==> src/rtl/axi2per_w_buffer.sv <==
// AXI4 W-channel elastic buffer for the axi2per bridge: circular FIFO with occupancy
// and complete-burst counters so the write FSM can wait for a whole burst.
module axi2per_w_buffer #(
    parameter int unsigned DATA_WIDTH   = 64,
    parameter int unsigned USER_WIDTH   = 6,
    parameter int unsigned BUFFER_DEPTH = 4,
    parameter int unsigned STRB_WIDTH   = DATA_WIDTH / 8,
    parameter int unsigned CNT_WIDTH    = $clog2(BUFFER_DEPTH) + 1
) (
    input  logic                  clk_i,
    input  logic                  rst_ni,

    input  logic                  slave_valid_i,
    input  logic [DATA_WIDTH-1:0] slave_data_i,
    input  logic [STRB_WIDTH-1:0] slave_strb_i,
    input  logic [USER_WIDTH-1:0] slave_user_i,
    input  logic                  slave_last_i,
    output logic                  slave_ready_o,

    output logic                  master_valid_o,
    output logic [DATA_WIDTH-1:0] master_data_o,
    output logic [STRB_WIDTH-1:0] master_strb_o,
    output logic [USER_WIDTH-1:0] master_user_o,
    output logic                  master_last_o,
    input  logic                  master_ready_i,

    output logic [CNT_WIDTH-1:0]  count_o,
    output logic [CNT_WIDTH-1:0]  bursts_o
);

    localparam int unsigned PtrW = $clog2(BUFFER_DEPTH);
    localparam logic [CNT_WIDTH-1:0] Depth = CNT_WIDTH'(BUFFER_DEPTH);

    typedef struct packed {
        logic [USER_WIDTH-1:0] user;
        logic [STRB_WIDTH-1:0] strb;
        logic [DATA_WIDTH-1:0] data;
        logic                  last;
    } entry_t;

    entry_t               mem_q [BUFFER_DEPTH];
    logic [PtrW-1:0]      wptr_q, wptr_d;
    logic [PtrW-1:0]      rptr_q, rptr_d;
    logic [CNT_WIDTH-1:0] count_q, count_d;
    logic [CNT_WIDTH-1:0] bursts_q, bursts_d;

    entry_t head;
    entry_t entry_in;
    logic   full, empty, push, pop;
    logic   push_last, pop_last;

    assign head     = mem_q[rptr_q];
    assign entry_in = '{user: slave_user_i, strb: slave_strb_i,
                        data: slave_data_i, last: slave_last_i};

    always_comb begin
        full           = (count_q == Depth);
        empty          = (count_q == '0);
        slave_ready_o  = !full && rst_ni;
        master_valid_o = !empty && rst_ni;
        push           = slave_valid_i && slave_ready_o;
        pop            = master_valid_o && master_ready_i;
        push_last      = push && slave_last_i;
        pop_last       = pop && head.last;

        // Gating on rst_ni keeps the payload quiet before the first reset edge clears storage.
        master_data_o  = rst_ni ? head.data : '0;
        master_strb_o  = rst_ni ? head.strb : '0;
        master_user_o  = rst_ni ? head.user : '0;
        master_last_o  = rst_ni ? head.last : 1'b0;
        count_o        = count_q;
        bursts_o       = bursts_q;
    end

    always_comb begin
        wptr_d   = push ? wptr_q + PtrW'(1) : wptr_q;
        rptr_d   = pop  ? rptr_q + PtrW'(1) : rptr_q;
        count_d  = count_q;
        bursts_d = bursts_q;
        unique case ({push, pop})
            2'b10:   count_d = count_q + CNT_WIDTH'(1);
            2'b01:   count_d = count_q - CNT_WIDTH'(1);
            default: count_d = count_q;
        endcase
        if (push_last && !pop_last) begin
            bursts_d = bursts_q + CNT_WIDTH'(1);
        end else if (!push_last && pop_last) begin
            bursts_d = bursts_q - CNT_WIDTH'(1);
        end
    end

    always_ff @(posedge clk_i) begin
        if (!rst_ni) begin
            wptr_q   <= '0;
            rptr_q   <= '0;
            count_q  <= '0;
            bursts_q <= '0;
            for (int i = 0; i < BUFFER_DEPTH; i++) begin
                mem_q[i] <= '0;
            end
        end else begin
            wptr_q   <= wptr_d;
            rptr_q   <= rptr_d;
            count_q  <= count_d;
            bursts_q <= bursts_d;
            if (push) begin
                mem_q[wptr_q] <= entry_in;
            end
        end
    end

    count_le_depth: assert property (@(posedge clk_i) disable iff (!rst_ni)
        count_q <= Depth);
    bursts_le_count: assert property (@(posedge clk_i) disable iff (!rst_ni)
        bursts_q <= count_q);

endmodule

==> config.mk <==
export PLATFORM = sky130hd
export DESIGN_NAME = axi2per_w_buffer
export DESIGN_NICKNAME = d
export VERILOG_FILES = /design/src/rtl/axi2per_w_buffer.sv
export SDC_FILE = /design/constraint.sdc
export NUM_CORES = 1
export LEC_CHECK = 0
export ABC_AREA = 1
export CAP_MARGIN = 20
export CORE_MARGIN = 5
export CORE_UTILIZATION = 45
export CTS_CLUSTER_DIAMETER = 50
export CTS_CLUSTER_SIZE = 10
export DETAILED_ROUTE_END_ITERATION = 8
export GPL_TIMING_DRIVEN = 0
export HOLD_SLACK_MARGIN = 0.15
export PLACE_DENSITY_LB_ADDON = 0.3
export REMOVE_ABC_BUFFERS = 1
export SKIP_LAST_GASP = 1
export SLEW_MARGIN = 10
export SYNTH_ARGS = -nofsm -noshare
export SYNTH_HDL_FRONTEND = slang
export SYNTH_SLANG_ARGS = --single-unit
==> constraint.sdc <==
create_clock -name clk_i -period 5.8 [get_ports clk_i]
set_input_delay 0.87 -clock clk_i [delete_from_list [all_inputs] [get_ports clk_i]]
set_output_delay 0.87 -clock clk_i [all_outputs]
set_load 0.02 [all_outputs]
==> flow_summary.html <==
<table>
<tr><th>Metric</th><th>Value</th></tr>
<tr><th colspan="2">Routing</th></tr>
<tr><td>Final antenna-violating net count</td><td>0</td></tr>
<tr><td>Via count</td><td>10.5k</td></tr>
<tr><td>Routed WL</td><td>between 30 and 40 mm</td></tr>
<tr><td>DRC Markers</td><td>0</td></tr>
<tr><td>Avg WL per Cell</td><td>approximately 18 um</td></tr>
<tr><td>Vias per cell</td><td>about 5.2</td></tr>
<tr><td>First-pass iteration count of the detailed router</td><td>7</td></tr>
<tr><td>Starting DRC count in detailed routing</td><td>between 800 and 900</td></tr>
<tr><th colspan="2">Power and ir drop</th></tr>
<tr><td>Clock share of power</td><td>0.386</td></tr>
<tr><td>Leakage power figure</td><td>6.95 nW</td></tr>
<tr><td>Cell Int Power</td><td>4.43 mW</td></tr>
<tr><td>Worst vdd rail ir drop</td><td>roughly 0.27 mV</td></tr>
<tr><td>Power density over cell area</td><td>between 300 and 400 nW/um2</td></tr>
<tr><td>Sw power</td><td>about 1.4 mW</td></tr>
<tr><td>Net switching share of the total power</td><td>0.240</td></tr>
<tr><td>Comb power frac</td><td>0.131</td></tr>
<tr><td>Proportion of power drawn by flip-flops and latches</td><td>0.483</td></tr>
<tr><th colspan="2">Timing</th></tr>
<tr><td>Slew at the pin closest to its max-slew limit</td><td>~0.97 ns</td></tr>
<tr><td>Worst-case setup margin in the final layout</td><td>between 1 and 1.5 ns</td></tr>
<tr><td>Clock period minus final worst setup slack</td><td>~4.8 ns</td></tr>
<tr><td>Number of slew-limit violations in the final report</td><td>0</td></tr>
<tr><td>Hold Fails Final Rpt</td><td>0</td></tr>
<tr><td>Final Skew</td><td>0.0149 ns</td></tr>
<tr><td>Setup repair after global routing missed its margin</td><td>no</td></tr>
<tr><td>Fin crit share</td><td>0.826</td></tr>
<tr><td>Final setup vio count</td><td>0</td></tr>
<tr><td>Fmax</td><td>between 0.2 and 0.25 GHz</td></tr>
<tr><td>Min Hold Slack</td><td>0.486 ns</td></tr>
<tr><td>Slew margin rel.</td><td>0.351</td></tr>
<tr><th colspan="2">Yosys</th></tr>
<tr><td>Adder-cell share of the synthesized area</td><td>0.00445</td></tr>
<tr><td>Leading area contributor after synthesis</td><td>edfxtp_1</td></tr>
<tr><td>Synthesized instance count</td><td>~1.5k</td></tr>
<tr><td>Fraction of post-synthesis cell area in the top cell type by area</td><td>0.648</td></tr>
<tr><td>Synth Area per Inst</td><td>about 10 um2</td></tr>
<tr><td>Seq/Total Area, Yosys</td><td>0.665</td></tr>
<tr><td>Distinct cell type count after synthesis</td><td>27</td></tr>
<tr><td>Top cells by area, synth</td><td>edfxtp_1 (65%), nor2_1 (16%), o21ai_0 (5.4%)</td></tr>
<tr><td>Largest family of logic cells by synthesized area</td><td>simple AND/OR/NAND/NOR gates</td></tr>
<tr><td>Number of warnings issued by yosys</td><td>0</td></tr>
<tr><td>Synth Area in Compound Gates</td><td>0.0849</td></tr>
<tr><td>Fraction of synthesized cell area in xor and xnor cells</td><td>0</td></tr>
<tr><td>Simple-Gate Fraction of Synth Area</td><td>0.180</td></tr>
<tr><td>Number of storage elements in the synthesis netlist</td><td>~330</td></tr>
<tr><td>Post-synth design cell area</td><td>about 15000 um2</td></tr>
<tr><td>Mux cell area share after synthesis</td><td>0</td></tr>
<tr><th colspan="2">Critical path</th></tr>
<tr><td>CP arrival</td><td>4.98 ns</td></tr>
<tr><td>Type of the worst setup path</td><td>primary input to flop</td></tr>
<tr><td>Worst Setup End Kind</td><td>flop</td></tr>
<tr><td>Largest fanout on the critical path</td><td>44</td></tr>
<tr><td>Reg2reg setup slack</td><td>2.03 ns</td></tr>
<tr><td>Critical Path Sink</td><td>mem_q[0][63]</td></tr>
<tr><td>Launch instance of the worst register-to-register path</td><td>count_o[1]</td></tr>
<tr><td>FF-to-FF path depth</td><td>9</td></tr>
<tr><td>Critical path origin</td><td>rst_ni</td></tr>
<tr><td>Reg2Reg Capture Point</td><td>mem_q[0][63]</td></tr>
<tr><td>Nature of the critical path startpoint</td><td>primary input</td></tr>
<tr><td>Worst Path Required</td><td>5.99 ns</td></tr>
<tr><th colspan="2">Clocking</th></tr>
<tr><td>Clock tree from TritonCTS</td><td>yes</td></tr>
<tr><td>Number of clock sinks</td><td>about 330</td></tr>
<tr><td>Number of buffers added to fix hold violations after cts</td><td>0</td></tr>
<tr><td>Worst skew pair latency</td><td>around 0.51 ns</td></tr>
<tr><td>Clock buffer count from CTS</td><td>40</td></tr>
<tr><td>Clock-pin slew on the worst setup and hold paths</td><td>about 0.050 ns</td></tr>
<tr><td>Gates resized, CTS repair</td><td>0</td></tr>
<tr><td>Post-CTS Setup Inserts</td><td>0</td></tr>
<tr><td>Clock Tree Buf Depth</td><td>3</td></tr>
<tr><td>Total number of H-tree levels</td><td>2</td></tr>
<tr><td>Library cell used as clock root buffer</td><td>clkbuf_16</td></tr>
<tr><th colspan="2">Floorplanning</th></tr>
<tr><td>Initial core utilization</td><td>0.453</td></tr>
<tr><td>Cell row count</td><td>between 60 and 70</td></tr>
<tr><td>Die Area</td><td>36200 um2</td></tr>
<tr><td>Vertical extent of the die</td><td>190 um</td></tr>
<tr><td>Core footprint</td><td>32300 um2</td></tr>
<tr><td>Num ports</td><td>170</td></tr>
<tr><td>Width of the chip</td><td>190 um</td></tr>
<tr><th colspan="2">Final layout</th></tr>
<tr><td>Final antenna diode count</td><td>0</td></tr>
<tr><td>Utilization after layout</td><td>0.556</td></tr>
<tr><td>Synthesis-to-layout area growth</td><td>22.7%</td></tr>
<tr><td>Leading cell type in the layout, fill and taps excluded</td><td>nor2_1</td></tr>
<tr><td>Post-layout net count</td><td>1670</td></tr>
<tr><td>Top library cells by usage in the layout, fill and taps aside</td><td>nor2_1 (630), edfxtp_1 (316), clkdlybuf4s50_1 (169), o21ai_0 (159), inv_1 (92)</td></tr>
<tr><td>Fraction of layout cells with a size suffix above 1</td><td>0.0576</td></tr>
<tr><th colspan="2">Global route</th></tr>
<tr><td>Gr ovfl total</td><td>0</td></tr>
<tr><td>Overall fraction of global-route tracks in use</td><td>0.200</td></tr>
<tr><td>Initial antenna violation count</td><td>1</td></tr>
<tr><td>First-pass GRT wire length</td><td>~57 mm</td></tr>
<tr><td>Vias in the first global route</td><td>roughly 11k</td></tr>
<tr><td>Pin count of the biggest net entering global routing</td><td>96</td></tr>
<tr><th colspan="2">Placed design</th></tr>
<tr><td>Last weighted congestion value of the routability-driven placer</td><td>around 0.72</td></tr>
<tr><td>Buffers added on ports</td><td>roughly 170</td></tr>
<tr><td>Setup Slack @ Placement</td><td>roughly 0.38 ns</td></tr>
<tr><td>HPWL after DPL</td><td>19.9 mm</td></tr>
<tr><th colspan="2">Flow run</th></tr>
<tr><td>Max cap viols</td><td>0</td></tr>
<tr><th colspan="2">Outcome</th></tr>
<tr><td>Status</td><td>finished, final reports clean</td></tr>
<tr><th colspan="2">Worst hold path</th></tr>
<tr><td>Kind of path behind the tightest hold check</td><td>flop to flop</td></tr>
</table>
[sequential cells by signal (all words and copies together), names as in the netlist, named ones only]
register,flops
mem_q,316
bursts_o,3
wptr_q,2
count_o,3
rptr_q,2
[layout make-up]
class,count,area (um2)
timing repair buffer,187,2150
multi-input combinational,931,3990
clock inverter,7,90.1
sequential,328,9740
clock buffer,49,1070
inverter,95,367
fill,2756,14300
tap,442,553
[power groups by stage]
stage	sequential [mW]	combinational, mW	clock, mW
after floorplan	2.89	0.391	0
after global placement	2.91	0.712	0
after detailed placement	2.86	0.773	0
after CTS	2.82	0.777	2.28
after global routing	2.83	0.844	2.39
final	2.82	0.766	2.25
[kinds of logic (layout without fill, tap and decap cells)]
group | after synthesis | after routing
buffers and inverters | 191 | 338
AND/OR/NAND/NOR | 681 | 681
AO/OA/AOI/OAI | 246 | 246
adder cells (fa/ha/maj) | 4 | 4
flip-flops | 328 | 328
[Yosys cell counts, drive strengths merged]
master / number
fa: 2
buf: 64
a21oi: 86
nor2: 642
nand3: 7
nand2: 28
inv: 95
nand4: 3
clkbuf: 32
o21ai: 160
dfxtp: 12
edfxtp: 316
or2: 1
ha: 2
[per-stage QoR]
stage | setup TNS (ns) | total power [mW] | cell area [um2] | std cells
detailed placement | 0 | 3.64 | 16800 | 1983
global route | 0 | 6.06 | 18000 | 2039
finish | 0 | 5.83 | 18000 | 2039
CTS | 0 | 5.88 | 18000 | 2039
floorplan | -42.89 | 3.28 | 14000 | 1354
global placement | -1819.08 | 3.63 | 16300 | 1965
[per-layer routing]
metal	up-vias	track usage	part of all wire
li1	5046	-	-
met1	5099	0.269	0.43
met2	332	0.338	0.48
met3	60	0.0373	0.067
met4	2	0.0522	0.019
met5	-	0	0.00035
[worst min-delay path by stage]
stage | start | to | slack (ns) | cells after the start
CTS | rptr_q[1] | flop | 0.49 | 2
floorplan | rptr_q[1] | flop | 0.47 | 2
global route | rptr_q[1] | flop | 0.53 | 2
finish | rptr_q[1] | flop | 0.49 | 2
global placement | bursts_o[0] | bursts_o[0] | 0.49 | 1
detailed placement | rptr_q[1] | flop | 0.48 | 2
[critical path, stage by stage]
cell,delay (ns)
clkdlybuf4s50_1,1.11
nand3_4,0.66
buf_16,0.46
nor2_4,0.22
nand2_4,0.37
buf_16,0.35
nand2_4,0.58
buf_16,0.32
Power figures use the tool's default switching activity.
